<file path="config.mk">
export PLATFORM = sky130hd
export DESIGN_NAME = mem_fill_responder
export DESIGN_NICKNAME = d
export VERILOG_FILES = /design/src/rtl/mem_fill_responder.sv
export SDC_FILE = /design/constraint.sdc
export NUM_CORES = 1
export LEC_CHECK = 0
export CAP_MARGIN = 25
export CORE_UTILIZATION = 55
export CTS_CLUSTER_SIZE = 24
export DETAILED_ROUTE_END_ITERATION = 16
export DONT_BUFFER_PORTS = 1
export PLACE_DENSITY = 0.85
export SYNTH_ARGS = -nofsm -noshare
export SYNTH_HDL_FRONTEND = slang
export SYNTH_SLANG_ARGS = --single-unit
</file>
<file path="constraint.sdc">
create_clock -name clk -period 2.63 [get_ports clk]
set_input_delay 0.263 -clock clk [delete_from_list [all_inputs] [get_ports clk]]
set_output_delay 0.263 -clock clk [all_outputs]
set_load 0.05 [all_outputs]
</file>
<file path="src/rtl/mem_fill_responder.sv">
// mem_fill_responder
// Shared backing-store responder for an I-cache and a D-cache. In IDLE it
// accepts one request, then either streams a full cache line (WORDS 16-bit
// reads, one per cycle) back to the owning cache, or performs a single
// write-through for the D-cache. Read data returns LATENCY cycles after
// each issue: one cycle from the backing store plus LATENCY-1 pipeline
// stages.
//
// Ports
//   clk, rst                     clock, async active-high reset
//   i_rd_req, i_addr             I-cache line-fill request / byte address
//   i_grant, i_data,
//   i_data_valid, i_done         I-cache ownership, fill word, done pulse
//   d_rd_req, d_wr_req,
//   d_addr, d_wdata              D-cache fill / write-through request
//   d_grant, d_data,
//   d_data_valid, d_done         D-cache ownership, fill word, done pulse
//   mem_en, mem_wr, mem_addr,
//   mem_wdata, mem_rdata         backing-store port (rdata 1 cycle after read)
//
// state  | meaning
// IDLE   | no owner; the only state that accepts a request
// DFILL  | D-cache line fill: issuing reads and draining the data pipeline
// IFILL  | I-cache line fill: issuing reads and draining the data pipeline
// DWRITE | D-cache write-through: write cycle, then d_done cycle
module mem_fill_responder #(
    parameter int LATENCY = 4,
    parameter int WORDS   = 8
) (
    input  logic        clk,
    input  logic        rst,
    input  logic        i_rd_req,
    input  logic [15:0] i_addr,
    output logic        i_grant,
    output logic [15:0] i_data,
    output logic        i_data_valid,
    output logic        i_done,
    input  logic        d_rd_req,
    input  logic        d_wr_req,
    input  logic [15:0] d_addr,
    input  logic [15:0] d_wdata,
    output logic        d_grant,
    output logic [15:0] d_data,
    output logic        d_data_valid,
    output logic        d_done,
    output logic        mem_en,
    output logic        mem_wr,
    output logic [15:0] mem_addr,
    output logic [15:0] mem_wdata,
    input  logic [15:0] mem_rdata
);
    localparam int              CW        = $clog2(WORDS) + 1;
    localparam logic [15:0]     LINE_MASK = ~16'(2 * WORDS - 1);
    localparam logic [CW-1:0]   NUM_WORDS = CW'(WORDS);
    localparam logic [CW-1:0]   LAST_IDX  = CW'(WORDS - 1);

    typedef enum logic [1:0] {IDLE, DFILL, IFILL, DWRITE} state_t;

    state_t        state, state_nxt;
    logic          last_was_d;
    logic [15:0]   addr_q;
    logic [15:0]   wdata_q;
    logic [CW-1:0] issue_cnt;
    logic          wr_phase;
    logic [LATENCY-1:0] vld_pipe;
    logic [LATENCY-1:0] last_pipe;
    logic [15:0]   pipe_data;

    logic d_pend, i_pend;
    logic accept_d, accept_i;
    logic filling, issuing, issue_last, wr_cycle;
    logic pipe_vld, pipe_last;
    logic [15:0] fill_out;

    assign d_pend     = d_rd_req | d_wr_req;
    assign i_pend     = i_rd_req;
    assign filling    = (state == DFILL) || (state == IFILL);
    assign issuing    = filling && (issue_cnt != NUM_WORDS);
    assign issue_last = issuing && (issue_cnt == LAST_IDX);
    assign wr_cycle   = (state == DWRITE) && !wr_phase;
    assign pipe_vld   = vld_pipe[LATENCY-1];
    assign pipe_last  = last_pipe[LATENCY-1];

    always_comb begin
        state_nxt = state;
        accept_d  = 1'b0;
        accept_i  = 1'b0;
        case (state)
            IDLE: begin
                // On contention the side that was not served last wins.
                if (d_pend && (!i_pend || !last_was_d)) begin
                    accept_d  = 1'b1;
                    state_nxt = d_wr_req ? DWRITE : DFILL;
                end else if (i_pend) begin
                    accept_i  = 1'b1;
                    state_nxt = IFILL;
                end
            end
            DFILL, IFILL: if (pipe_last) state_nxt = IDLE;
            DWRITE:       if (wr_phase)  state_nxt = IDLE;
            default:      state_nxt = IDLE;
        endcase
    end

    always_ff @(posedge clk or posedge rst) begin
        if (rst) begin
            state      <= IDLE;
            last_was_d <= 1'b0;
            addr_q     <= '0;
            wdata_q    <= '0;
            issue_cnt  <= '0;
            wr_phase   <= 1'b0;
            vld_pipe   <= '0;
            last_pipe  <= '0;
        end else begin
            state <= state_nxt;
            if (accept_d || accept_i) begin
                addr_q     <= accept_d ? d_addr : i_addr;
                wdata_q    <= d_wdata;
                last_was_d <= accept_d;
                issue_cnt  <= '0;
            end else if (issuing) begin
                issue_cnt <= issue_cnt + CW'(1);
            end
            wr_phase     <= wr_cycle;
            vld_pipe[0]  <= issuing;
            last_pipe[0] <= issue_last;
            for (int i = 1; i < LATENCY; i++) begin
                vld_pipe[i]  <= vld_pipe[i-1];
                last_pipe[i] <= last_pipe[i-1];
            end
        end
    end

    // Read data lands one cycle after issue; LATENCY-1 further stages follow.
    generate
        if (LATENCY > 1) begin : g_dpipe
            logic [15:0] data_pipe [LATENCY-1];
            always_ff @(posedge clk or posedge rst) begin
                if (rst) begin
                    for (int i = 0; i < LATENCY - 1; i++) data_pipe[i] <= '0;
                end else begin
                    data_pipe[0] <= mem_rdata;
                    for (int i = 1; i < LATENCY - 1; i++) data_pipe[i] <= data_pipe[i-1];
                end
            end
            assign pipe_data = data_pipe[LATENCY-2];
        end else begin : g_nopipe
            assign pipe_data = mem_rdata;
        end
    endgenerate

    assign mem_en    = issuing | wr_cycle;
    assign mem_wr    = wr_cycle;
    assign mem_addr  = issuing  ? (addr_q & LINE_MASK) + 16'({issue_cnt, 1'b0}) :
                       wr_cycle ? {addr_q[15:1], 1'b0} : 16'h0000;
    assign mem_wdata = wr_cycle ? wdata_q : 16'h0000;

    assign fill_out     = pipe_vld ? pipe_data : 16'h0000;
    assign d_grant      = (state == DFILL) || (state == DWRITE);
    assign i_grant      = (state == IFILL);
    assign d_data_valid = (state == DFILL) && pipe_vld;
    assign i_data_valid = (state == IFILL) && pipe_vld;
    assign d_data       = (state == DFILL) ? fill_out : 16'h0000;
    assign i_data       = (state == IFILL) ? fill_out : 16'h0000;
    assign d_done       = ((state == DFILL) && pipe_last) || ((state == DWRITE) && wr_phase);
    assign i_done       = (state == IFILL) && pipe_last;
endmodule

</file>
==> results.md, run 1 <==
- Status: completed
- # DRC: 0
- Post-synthesis cell area: approximately 4000 sq um
- Area Overhead vs Synth: 13.6%
- Period utilization: roughly 93%
- Pwr Total: around 5.6 mW
- Cells after Synth: approximately 380
- # clock sinks: 95
- Yosys top cell by area: dfrtp_1
- Post-CTS Setup Bufs: 0
- Internal reg-to-reg setup slack: 0.60 ns
- Vias in the first global route: approximately 2,700
- DIE HEIGHT: approximately 87 microns
- Starting density of the core: between 50% and 60%
- Grt total ovfl: 0
- FF-to-FF Start: state[0]$_DFFE_PP0P_
- Synth cell types: 42
- Synth top cells by count: dfrtp_1 (95), nand2_1 (80), and3_1 (33)
- Via/cell ratio: 5.44
- Slowest CP cell: dfrtp_1
- Worst path arrival time: ~2.2 ns
- Core area: a little under 7000 sq um
- Worst skew pair latency: 0.35 ns
- Drt wl/cell: between 15 and 20 microns
- DP Wirelength: between 5000 and 6000 microns
- Initial antenna violation count: 0
- Yosys warnings: 0
- TritonCTS clock tree: built
- Synth area leaders: dfrtp_1 (60%), nand2_1 (7.5%), and3_1 (5.2%)
- Count leader, synth: dfrtp_1
- Asr flop ratio synth: 100%
- Largest net degree at the start of global routing: 53
- Share of cells above drive strength 1: between 10 and 15%
- First-pass GRT wire length: 12,900 microns
- Clock Tree Root: clkbuf_8
- Worst-path clk slew: 0.10 ns
- Setup CP Type: reg2out
- MaxCap Viol Count: 0
- Routed Antenna Nets: 0
- HP Class: in2reg
- Final Cell Area: between 4000 and 5000 sq um
- Combinational family with the most area after synthesis: simple AND/OR/NAND/NOR gates
- Port Buffers: 0
- Setup TNS: 0 ns
- Synth Area in Adders: between 2 and 3%
- Slew HR: between 50% and 60%
- Sequential-to-total area share from yosys stat: about three fifths
- Synth Register Bits: between 90 and 100
- DIE AREA: ~7600 sq um
- 1st-iter DRT viols: about 170
- Pwr/cell area: between 1000 and 1500 nW/um^2
- TritonRoute pass-1 iters: 4
- CP Launch Type: flip-flop
- CP cell instances: ha_1 -> nand2b_1 -> clkinvlp_4 -> nand2_1 -> a31oi_1 -> buf_4
- # diodes: 0
- Number of synthesized flops with an enable pin: 0
- Maximum VDD drop: approximately 0.65 mV
- Lkg Pwr: between 2 and 2.5 nW
- Main flop type after synthesis: dfrtp_1
- Crit Path Max Fanout: 24
- Max-slew violations: 0
- GRT Util Overall: between 20% and 30%
- Final clock skew: around 0.0090 ns
- Hold path cells: 2
- Min Tclk post-route: ~2.4 ns
- H-tree levels: 3
- Gpl congestion: ~0.83
- WL final: 8010 microns
- Placed cell area: between 4000 and 5000 sq um
- Total number of vias: about 2,700
- # setup viols final: 0
- # nets final: between 400 and 500
- Fmax: between 0.4 and 0.5 GHz
- Final Hold Viols: 0
- CP peak stage delay: between 0.4 and 0.5 ns
- Worst-case reg-to-reg path depth: 6
- Launch point of the worst path: state[0]$_DFFE_PP0P_
- Avg Cell Area, Syn: approximately 11 sq um
- RSZ-0062 raised after global routing: false
- Xor/xnor share of the synthesized area: less than 1%
- TritonCTS Buffers: 9
- Yosys top cell area share: between 50% and 60%
- CP required: ~2.4 ns
- Multiplexer area fraction after synthesis: 0.252%
- Type of destination of the critical path: primary output
- Top Ports: roughly 140
- Die width: ~87 microns
- Max Root-Sink Buffers: 2
- Syn_nets: between 400 and 500
- Hold_sp: d_wdata[15]
- Tightest Pin Transition: approximately 0.69 ns
- Compound-Gate Fraction of Synth Area: 9.72%
- # rows: 30
- Simple-gate share of the synthesized area: between 20% and 30%
final cells by class:
cell class	count	area (sq um)
repair buffers	40	368
flip-flops and latches	95	2380
clock inverters	7	61.3
multi-input cells	243	1400
fillers	551	2390
inverters	15	66.3
well taps	96	120
clock buffers	9	124
through the flow:
| step | worst slack, ns | utilization (%) | hold slack [ns] | std cells |
|---|---|---|---|---|
| 5_1_grt | 0.0231 | 65.4 | 0.00563 | 505 |
| 2_1_floorplan | 0.113 | - | 0.294 | 375 |
| 6_report | 0.193 | 65.4 | 0.0194 | 505 |
| 3_5_place_dp | 0.407 | 59.4 | 0.192 | 467 |
| 3_3_place_gp | 0.514 | 59.4 | 0.183 | 467 |
| 4_1_cts | 0.0338 | 65.3 | 0.00159 | 505 |
layout by cell type, fill, tap and decap left out, drive strengths merged, types with 4 or more instances in the layout:
cell	n
dfrtp	95
nand2	81
and3	33
o21ai	24
dlygate4sd3	22
and2	20
buf	18
inv	17
o22ai	16
nand3	11
clkbuf	9
ha	8
nor2	7
a21oi	6
a31oi	5
nor3	4
where the power goes:
| part | total, mW | switching [mW] | internal (mW) |
|---|---|---|---|
| clock network | 0.893 | 0.529 | 0.364 |
| logic | 2.60 | 1.95 | 0.652 |
| registers | 2.09 | 0.293 | 1.80 |
| total | 5.59 | 2.77 | 2.82 |
registers in the layout, summed over array words and instances (netlist names):
signal and count:
vld_pipe 4, pipe_data 16, state 2, issue_cnt 4
last_was_d 1, g_dpipe.data_pipe 32, wr_phase 1, addr_q 15
wdata_q 16, last_pipe 4
per-layer routing:
layer	global-route usage, %	up-vias	wire length, microns
li1	-	1322	-
met1	30.1	1328	3430
met2	37.2	88	4120
met3	3.51	10	332
met4	10.3	0	131
met5	0	-	0
final timing paths:
kind,end
hold / removal,wdata_q[15]$_DFFE_PP0P_
setup reg to reg,state[1]$_DFFE_PP0P_
setup / recovery,mem_addr[12]
min in group asynchronous,g_dpipe.data_pipe[24]$_DFF_PP0_
hold reg to reg,pipe_data[0]$_DFF_PP0_
max in group asynchronous,issue_cnt[1]$_DFFE_PP0P_
timing repair:
item | CTS | global route
resized for setup | 1 | 3
setup endpoints to repair | 1 | 10
hold buffers | 22 | 0
hold endpoints to repair | 40 | 0
critical path: cells and delay by family (launching register included):
family / cells / cell delay [ns]
adder cells (fa/ha/maj): 1 / 0.24
flip-flops: 1 / 0.42
AND/OR/NAND/NOR: 2 / 0.49
buffers and inverters: 2 / 0.56
AO/OA/AOI/OAI: 1 / 0.12
cells by family (layout without fill, tap and decap cells):
family	after synthesis	in the layout
compound gates	61	61
xor+xnor	3	3
fa+ha+maj	8	8
buf+inv	37	71
flops	95	95
mux	1	1
other cells	1	1
simple gates	169	169
(Power assumes the default switching activity.)
==> inputs of run 2 (changes only) <==
- PLACE_DENSITY: 0.85 -> 0.73
==> run 2 against run 1 <==
Die area did not move. Count of clock-buffer cells in the layout rose by 2. Total power rose by 2.8%.
==> results.md, run 2 (synthesis gave the netlist of run 1 again) <==
- Status: completed
- Biggest register: g_dpipe.data_pipe
- Max FFs per register: 32
- Initial antenna violation count: 0
- Lkg Pwr: 2.24 nW
- Fin util: approximately two thirds
- Maximum VDD drop: 0.901 mV
- Final clock skew: 0.00816 ns
- Met2 Use GR: between 30% and 40%
- # setup viols final: 0
- 1st-iter DRT viols: 100
- Sw frac: 46.8%
- Largest net degree at the start of global routing: 65
- TritonCTS Buffers: 9
- Top Ports: approximately 140
- Routed Antenna Nets: 0
- Grt total ovfl: 0
- GR peak layer: met2
- Final Hold Viols: 0
- Max-slew violations: 0
- Type of destination of the critical path: primary output
- Psw: ~2.7 mW
- Worst path arrival time: between 2 and 2.5 ns
- Post-CTS Setup Bufs: 0
- Setup CP Type: reg2out
- Register share of total power: 36.2%
- DP Wirelength: ~4900 microns
- Met1 usage: between 20% and 30%
- Port Buffers: 0
- # clock sinks: between 90 and 100
- CP required: about 2.4 ns
- MaxCap Viol Count: 0
- Number of fill cells in the layout: between 500 and 600
- Delay-heaviest family, CP: adder cells
- Most common cell after layout, fill and taps aside: dfrtp_1
- Worst-path clk slew: about 0.08 ns
- Drt wl/cell: ~14 microns
- Via/cell ratio: 5.41
- Max Root-Sink Buffers: 2
- Gpl congestion: 0.814
- Slew HR: between 50% and 60%
- DIE HEIGHT: roughly 87 microns
- TritonCTS clock tree: built
- Die width: roughly 87 microns
- Most frequent cells in the layout: dfrtp_1 (95), nand2_1 (80), and3_1 (33)
- Min Tclk post-route: roughly 2.4 ns
- TritonRoute pass-1 iters: 4
- HP Class: in2reg
- # diodes: 0
- DIE AREA: 7580 sq um
- H-tree levels: 3
- Footprint of the multi-input gates: 1400 sq um
- CP peak stage delay: approximately 0.47 ns
- # DRC: 0
- Pwr/cell area: 1250 nW/um^2
- First-pass GRT wire length: between 10,000 and 15,000 microns
- Tightest Pin Transition: around 0.7 ns
- Setup TNS: 0 ns
- Area Overhead vs Synth: 15.0%
- RSZ-0062 raised after global routing: false
- Fmax: 0.419 GHz
- CP cell instances: ha_1 -> ha_1 -> and4_1 -> nand2_1 -> nand2_1 -> a31oi_1 -> buf_4
- Core area: around 7000 sq um
- FF/Latch Area: 2380 sq um
- Crit Path Max Fanout: 6
- # rows: 30
- Clock power share: approximately a fifth
- # nets final: between 400 and 500
- Comb power frac: roughly 45%
- Share of cells above drive strength 1: ~11%
- GRT Util Overall: between 20% and 30%
- Worst skew pair latency: around 0.36 ns
- Buf/Inv on CP: 1
- CP Launch Type: flip-flop
- Clock Tree Root: clkbuf_8
- Total number of vias: 2,735
- Final Cell Area: roughly 4600 sq um
- Internal power: approximately 3.1 mW
- Met3 Use GR: 5.40%
- Starting density of the core: 57.6%
- Slowest CP cell: dfrtp_1
- Period utilization: about 90%
- WL final: approximately 7300 microns
- Vias in the first global route: approximately 2,400
- Placed cell area: between 4000 and 5000 sq um
-- run 2: cell types whose count changed in the layout (fill, tap and decap cells not counted) --
cell / delta
o21ai_0: -1
bufinv_16: +2
clkinvlp_4: -2
clkinv_2: -1
o21ai_1: +1
inv_1: +1
inv_8: -2
dlygate4sd3_1: +1
clkbuf_8: +2
-- run 2: repair_timing --
| item | in CTS | in global routing |
|---|---|---|
| endpoints found under the setup margin | 0 | 10 |
| resized for setup | 0 | 4 |
| hold endpoints to repair | 53 | 0 |
| hold buffers | 23 | 0 |
-- run 2: final timing paths --
kind                                          start                               to  slack [ns]  cells after the start
min reg2reg                   vld_pipe[0]$_DFF_PP0_            vld_pipe[1]$_DFF_PP0_        0.34                      0
max                        issue_cnt[3]$_DFFE_PP0P_                     mem_addr[10]        0.24                      7
min                                     d_wdata[13]          wdata_q[13]$_DFFE_PP0P_        0.01                      2
max reg2reg                    state[0]$_DFFE_PP0P_             state[1]$_DFFE_PP0P_        0.74                      7
max in group asynchronous                       rst            addr_q[3]$_DFFE_PP0P_        1.42                      3
min in group asynchronous                       rst  g_dpipe.data_pipe[35]$_DFF_PP0_        0.49                      2
-- run 2: final cells by class --
cell class              count  area share (%)
flip-flops and latches     95            51.9
multi-input cells         243            30.6
repair buffers             41            8.26
clock buffers              11            3.31
well taps                  96            2.62
clock inverters             5            1.89
inverters                  15            1.37
-- run 2: routing by layer --
metal / vias up / share of wire (%) / wire (microns)
met5: - / 0 / 0
met4: 0 / 1.0 / 73
met3: 7 / 6.0 / 435
met2: 103 / 48 / 3490
met1: 1299 / 45 / 3300
li1: 1326 / - / -
-- run 2: power groups by stage --
stage | Clock (mW) | Combinational (mW) | Sequential (mW)
final | 1.09 | 2.57 | 2.08
after global routing | 1.18 | 2.80 | 2.14
after CTS | 1.12 | 2.57 | 2.07
after detailed placement | 0 | 2.54 | 2.10
after global placement | 0 | 2.48 | 2.08
after floorplan | 0 | 2.30 | 1.99
-- run 2: metrics by stage --
| step | total power, mW | worst slack, ns | cells | hold slack (ns) |
|---|---|---|---|---|
| 6_report | 5.74 | 0.243 | 506 | 0.0141 |
| 5_1_grt | 6.12 | 0.0758 | 506 | 0.000820 |
| 4_1_cts | 5.76 | 0.0896 | 506 | 0.00133 |
| 3_5_place_dp | 4.64 | 0.479 | 467 | 0.270 |
| 3_3_place_gp | 4.56 | 0.491 | 467 | 0.262 |
| 2_1_floorplan | 4.29 | 0.113 | 375 | 0.294 |
-- run 2: worst reg2reg max path: stages, from the launching register on --
cell,delay (ns)
dfrtp_1,0.40
ha_1,0.23
nand2b_1,0.17
inv_1,0.20
buf_4,0.23
a221oi_1,0.39
nand3_1,0.12
o21ai_0,0.09
